==> src/rtl/multicycle_ctrl.sv <==
// Multicycle sequencer: FETCH/DECODE/EXEC/WB over a req/valid IMEM port, owns pc/retired/fault.
// Latency: >=4 cycles per instruction; FETCH stretches until imem_valid or IMEM_TIMEOUT cycles.
// Backpressure: imem_req held with a stable address until imem_valid; a stalled fetch ends in HALT.
module multicycle_ctrl #(
  parameter logic [31:0] RESET_PC     = 32'h0000_0000,
  parameter int          IMEM_TIMEOUT = 16
) (
  input  logic        clk,
  input  logic        rst_n,
  input  logic        start,
  input  logic        halt_req,
  output logic        imem_req,
  output logic [31:0] imem_addr,
  input  logic        imem_valid,
  input  logic [31:0] imem_rdata,
  output logic [31:0] instr,
  input  logic        dec_legal,
  input  logic        dec_reg_write,
  output logic        alu_en,
  output logic        rf_we,
  output logic [31:0] pc,
  output logic [31:0] retired,
  output logic        busy,
  output logic        halted,
  output logic [1:0]  fault
);

  localparam int WW = (IMEM_TIMEOUT > 1) ? $clog2(IMEM_TIMEOUT) : 1;

  localparam logic [1:0] FAULT_NONE    = 2'd0;
  localparam logic [1:0] FAULT_ILLEGAL = 2'd1;
  localparam logic [1:0] FAULT_TIMEOUT = 2'd2;

  typedef enum logic [2:0] {
    S_IDLE,
    S_FETCH,
    S_DECODE,
    S_EXEC,
    S_WB,
    S_HALT
  } state_t;

  state_t          state;
  state_t          state_nxt;
  logic [WW-1:0]   wcnt;
  logic            timeout_hit;
  logic            restart;

  assign timeout_hit = (wcnt == WW'(IMEM_TIMEOUT - 1));
  assign restart     = ((state == S_IDLE) || (state == S_HALT)) && start;

  // Strobes are decoded from state so an async reset drops them at once.
  assign imem_req  = (state == S_FETCH);
  assign imem_addr = pc;
  assign alu_en    = (state == S_EXEC);
  assign rf_we     = (state == S_WB) && dec_reg_write;
  assign busy      = (state == S_FETCH) || (state == S_DECODE) ||
                     (state == S_EXEC)  || (state == S_WB);
  assign halted    = (state == S_HALT);

  always_comb begin
    state_nxt = state;
    case (state)
      S_IDLE:   if (start) state_nxt = S_FETCH;
      S_FETCH: begin
        if (imem_valid)       state_nxt = S_DECODE;
        else if (timeout_hit) state_nxt = S_HALT;
      end
      S_DECODE: state_nxt = dec_legal ? S_EXEC : S_HALT;
      S_EXEC:   state_nxt = S_WB;
      S_WB:     state_nxt = halt_req ? S_IDLE : S_FETCH;
      S_HALT:   if (start) state_nxt = S_FETCH;
      default:  state_nxt = S_IDLE;
    endcase
  end

  always_ff @(posedge clk or negedge rst_n) begin
    if (!rst_n) state <= S_IDLE;
    else        state <= state_nxt;
  end

  always_ff @(posedge clk or negedge rst_n) begin
    if (!rst_n) begin
      pc      <= RESET_PC;
      instr   <= 32'h0;
      retired <= 32'h0;
      fault   <= FAULT_NONE;
      wcnt    <= '0;
    end else begin
      // wcnt is zero whenever FETCH is entered, since every other state clears it.
      if (state == S_FETCH && !imem_valid && !timeout_hit) wcnt <= wcnt + WW'(1);
      else                                                 wcnt <= '0;

      if (state == S_FETCH && imem_valid) instr <= imem_rdata;

      if (restart) begin
        pc      <= RESET_PC;
        retired <= 32'h0;
        fault   <= FAULT_NONE;
      end else if (state == S_WB) begin
        pc      <= pc + 32'd4;
        retired <= retired + 32'd1;
      end else if (state == S_FETCH && !imem_valid && timeout_hit) begin
        fault <= FAULT_TIMEOUT;
      end else if (state == S_DECODE && !dec_legal) begin
        fault <= FAULT_ILLEGAL;
      end
    end
  end

endmodule

==> config.mk <==
export PLATFORM = sky130hd
export DESIGN_NAME = multicycle_ctrl
export DESIGN_NICKNAME = d
export VERILOG_FILES = /design/src/rtl/multicycle_ctrl.sv
export SDC_FILE = /design/constraint.sdc
export NUM_CORES = 1
export LEC_CHECK = 0
export ABC_CLOCK_PERIOD_IN_PS = 4800
export CAP_MARGIN = 20
export CORE_UTILIZATION = 35
export DETAILED_ROUTE_END_ITERATION = 7
export HOLD_SLACK_MARGIN = 0.05
export PLACE_DENSITY = 0.72
export SYNTH_ARGS = -nofsm -noshare
export SYNTH_HDL_FRONTEND = slang
export SYNTH_SLANG_ARGS = --single-unit
==> constraint.sdc <==
create_clock -name clk -period 4.8 [get_ports clk]
set_clock_uncertainty 0.2 [all_clocks]
set_input_delay 0.48 -clock clk [delete_from_list [all_inputs] [get_ports clk]]
set_output_delay 0.48 -clock clk [all_outputs]
set_load 0.1 [all_outputs]
==> reports/metrics.json <==
{
  "synth_xor_xnor_area_share_pct": 3.089,
  "clkLatencyLatePin_ns": 0.35,
  "worstReg2RegEnd": "retired[30]",
  "cts_max_path_buffers": 2,
  "post_synth_fa_ha_maj_area_fraction_pct": 0.6967,
  "core_sq_um": 14750,
  "ctsHoldBuffers": 0,
  "timing_max_transition_violations_final": 0,
  "crit_arrival_ns": 2.77,
  "portBuffers": 169,
  "timing.setup.tns_ns": 0,
  "grt_antenna_before_repair": 0,
  "synth-edff-count": 0,
  "path_max_fanout": 11,
  "largest_family_of_logic_cells_by_synthesized_area": "simple AND/OR/NAND/NOR gates",
  "synth.mux.area_fraction_pct": 8.755,
  "cts_root_buf": "sky130_fd_sc_hd__clkbuf_16",
  "dominantRegCellSynth": "sky130_fd_sc_hd__dfrtp_1",
  "timing_worst_slew_pin_value_ns": 1.030,
  "remaining_global_route_overflow": 0,
  "worst_setup_path_start_kind": "register",
  "power_mw": 4.254,
  "finalWorstPathRequiredPeriod_ns": 3.445,
  "crit_type": "register to output pin",
  "grt_pass1_wl_microns": 23350,
  "antennaDiodeCount": 0,
  "power.leakage_nw": 2.829,
  "synthesis.area_sq_um": 5388,
  "relSlewSlack_pct": 31.11,
  "max-vdd-ir-drop_mv": 0.5819,
  "hold_path.class": "input port to async pin",
  "wl_microns": 14130,
  "boundaryPins": 174,
  "area_growth_pct": 34.93,
  "first_global_vias": 4599,
  "design.final.nets": 700,
  "grt_setup_unrepaired": "false",
  "run_status": "finished clean",
  "htreeDepth": 3,
  "dp_hpwl_microns": 10110,
  "syn_avg_cell_area_sq_um": 10.13,
  "top_library_cells_by_usage_in_the_layout_fill_and_taps_aside": "sky130_fd_sc_hd__clkdlybuf4s50_1 (167), sky130_fd_sc_hd__dfrtp_1 (103), sky130_fd_sc_hd__a21oi_1 (35)",
  "core_utilization_of_the_finished_layout_pct": 49.27,
  "die_area_sq_um": 15890,
  "report.final.setup_viol": 0,
  "gr-usage-all-layers_pct": 18.30,
  "grt_start_max_net_pins": 67,
  "achievable-frequency_mhz": 290.2,
  "place.gp.congestion": 0.8158,
  "total_power_per_unit_cell_area_nw_per_um2": 585.1,
  "vias_per_cell": 5.506,
  "tritoncts.num_buffers": 9,
  "route.detailed.wl_per_inst_microns": 16.70,
  "synth-compound-area-share_pct": 9.963,
  "hold_viol_final": 0,
  "netlist_instances": 532,
  "placement_rows": 44,
  "cell_types_occupying_the_most_area_after_synthesis": "sky130_fd_sc_hd__dfrtp_1 (48%), sky130_fd_sc_hd__mux2_2 (6.9%), sky130_fd_sc_hd__buf_4 (4.9%), sky130_fd_sc_hd__o31ai_1 (3.3%), sky130_fd_sc_hd__a21oi_1 (3.3%)",
  "die_width_microns": 126.1,
  "initial_core_util_pct": 36.52,
  "async_flop_share_pct": 100.0,
  "cts.repair_timing.setup_buffer_count": 0,
  "routed-via-count": 4658,
  "clk_pin_slew_ns": 0.07,
  "post_cts.resized_instances": 0,
  "yosys_warnings": 0,
  "cp.required_ns": 4.12,
  "timing.reg2reg.setup_slack_ns": 1.99,
  "final_common_cell": "sky130_fd_sc_hd__clkdlybuf4s50_1",
  "share_of_cells_above_drive_strength_1_pct": 9.366,
  "max-cap-violations": 0,
  "hold_slack_ns": 0.03572,
  "clock_sinks": 103,
  "floorplan.die.height_microns": 126.1,
  "post-route-drc-count": 0,
  "fillerInstances": 1346,
  "endpoint_kind": "output pin",
  "worst_reg_to_reg_cells": 4,
  "r2r_start": "retired[8]",
  "synthDominantAreaCellType": "sky130_fd_sc_hd__dfrtp_1",
  "ant_nets": 0,
  "tritoncts": "yes",
  "timing.final.crit_share_pct": 71.78,
  "ys_ff_latch": 103,
  "drt-initial-drc-count": 300,
  "yosys.cell_types.count": 48,
  "netlist.area_leader.share_pct": 47.84,
  "drt_pre_antenna_iters": 4,
  "synth-simple-area-share_pct": 22.06,
  "sequential_area_share_after_synthesis_pct": 47.84
}
[synth_stat cells (2+ instances only)]
master / n
sky130_fd_sc_hd__ha_1: 3
sky130_fd_sc_hd__nor3_1: 7
sky130_fd_sc_hd__or4_1: 23
sky130_fd_sc_hd__o21ai_1: 2
sky130_fd_sc_hd__inv_1: 9
sky130_fd_sc_hd__nand2b_1: 10
sky130_fd_sc_hd__nor2_1: 24
sky130_fd_sc_hd__and3_1: 12
sky130_fd_sc_hd__o311ai_0: 2
sky130_fd_sc_hd__xor2_1: 8
sky130_fd_sc_hd__o41ai_1: 2
sky130_fd_sc_hd__o31ai_1: 24
sky130_fd_sc_hd__buf_4: 35
sky130_fd_sc_hd__nand4_1: 20
sky130_fd_sc_hd__nor4_1: 9
sky130_fd_sc_hd__a21oi_1: 35
sky130_fd_sc_hd__dfrtp_1: 103
sky130_fd_sc_hd__xnor2_1: 11
sky130_fd_sc_hd__clkbuf_1: 18
sky130_fd_sc_hd__o211ai_1: 3
sky130_fd_sc_hd__and2_1: 5
sky130_fd_sc_hd__or2_2: 2
sky130_fd_sc_hd__mux2i_1: 10
sky130_fd_sc_hd__or3_1: 9
sky130_fd_sc_hd__and4b_1: 2
sky130_fd_sc_hd__or3b_1: 2
sky130_fd_sc_hd__buf_2: 6
sky130_fd_sc_hd__mux2_2: 33
sky130_fd_sc_hd__o21ai_0: 11
sky130_fd_sc_hd__buf_1: 2
sky130_fd_sc_hd__and4_1: 10
sky130_fd_sc_hd__nand3_1: 31
sky130_fd_sc_hd__nand2_1: 34
[critical path, stage by stage, from the launching register on]
cell and delay [ns]:
sky130_fd_sc_hd__dfrtp_1 0.57, sky130_fd_sc_hd__clkinv_1 0.36, sky130_fd_sc_hd__nor3b_1 0.30, sky130_fd_sc_hd__clkdlybuf4s50_1 1.19
[how the worst max path moves through the flow]
| stage | from | to | slack (ns) |
|---|---|---|---|
| finish | state[1] | alu_en | 1.35 |
| global route | state[1] | alu_en | 1.19 |
| CTS | state[1] | alu_en | 1.31 |
| detailed placement | state[1] | alu_en | 1.71 |
| global placement | state[1] | alu_en | 1.78 |
| floorplan | state[1] | alu_en | 1.04 |
[metrics by stage]
step           cells  worst slack [ns]  area (sq um)
5_1_grt          846             1.189          7269
3_3_place_gp     831             1.783          6983
2_1_floorplan    535             1.037          5399
4_1_cts          846             1.308          7269
6_report         846             1.355          7269
3_5_place_dp     831             1.710          6983
[area by class of cell]
type                            count  area (sq um)  area share (%)
Sequential cell                   103          2577           35.46
Multi-Input combinational cell    361          2421           33.30
Timing Repair Buffer              173          1717           23.61
Tap cell                          184         230.2           3.167
Clock buffer                        9         225.2           3.098
Clock inverter                      6         61.31          0.8434
Inverter                           10         37.54          0.5164
[where the power goes]
part / internal, mW / total [mW] / switching (mW)
Clock: 0.401 / 0.722 / 0.322
Sequential: 1.04 / 1.18 / 0.137
Combinational: 0.570 / 2.35 / 1.78
[per-layer routing]
layer	up-vias	track usage, %	wire [microns]
li1	2189	-	-
met1	2305	23.10	6184
met2	151	30.13	6822
met3	13	5.055	956
met4	0	6.237	166
met5	-	0	0
[cells by family after synthesis]
kind of cell             after synthesis
AND/OR/NAND/NOR                      207
flip-flops                           103
AO/OA/AOI/OAI                         85
buffers and inverters                 71
multiplexers                          43
XOR/XNOR                              19
adder cells (fa/ha/maj)                3
other                                  1
[state kept, by name (all words and copies together) (netlist names)]
register / count
fault: 2
imem_addr: 30
wcnt: 4
retired: 32
state: 3
instr: 32
(Power assumes the default switching activity.)
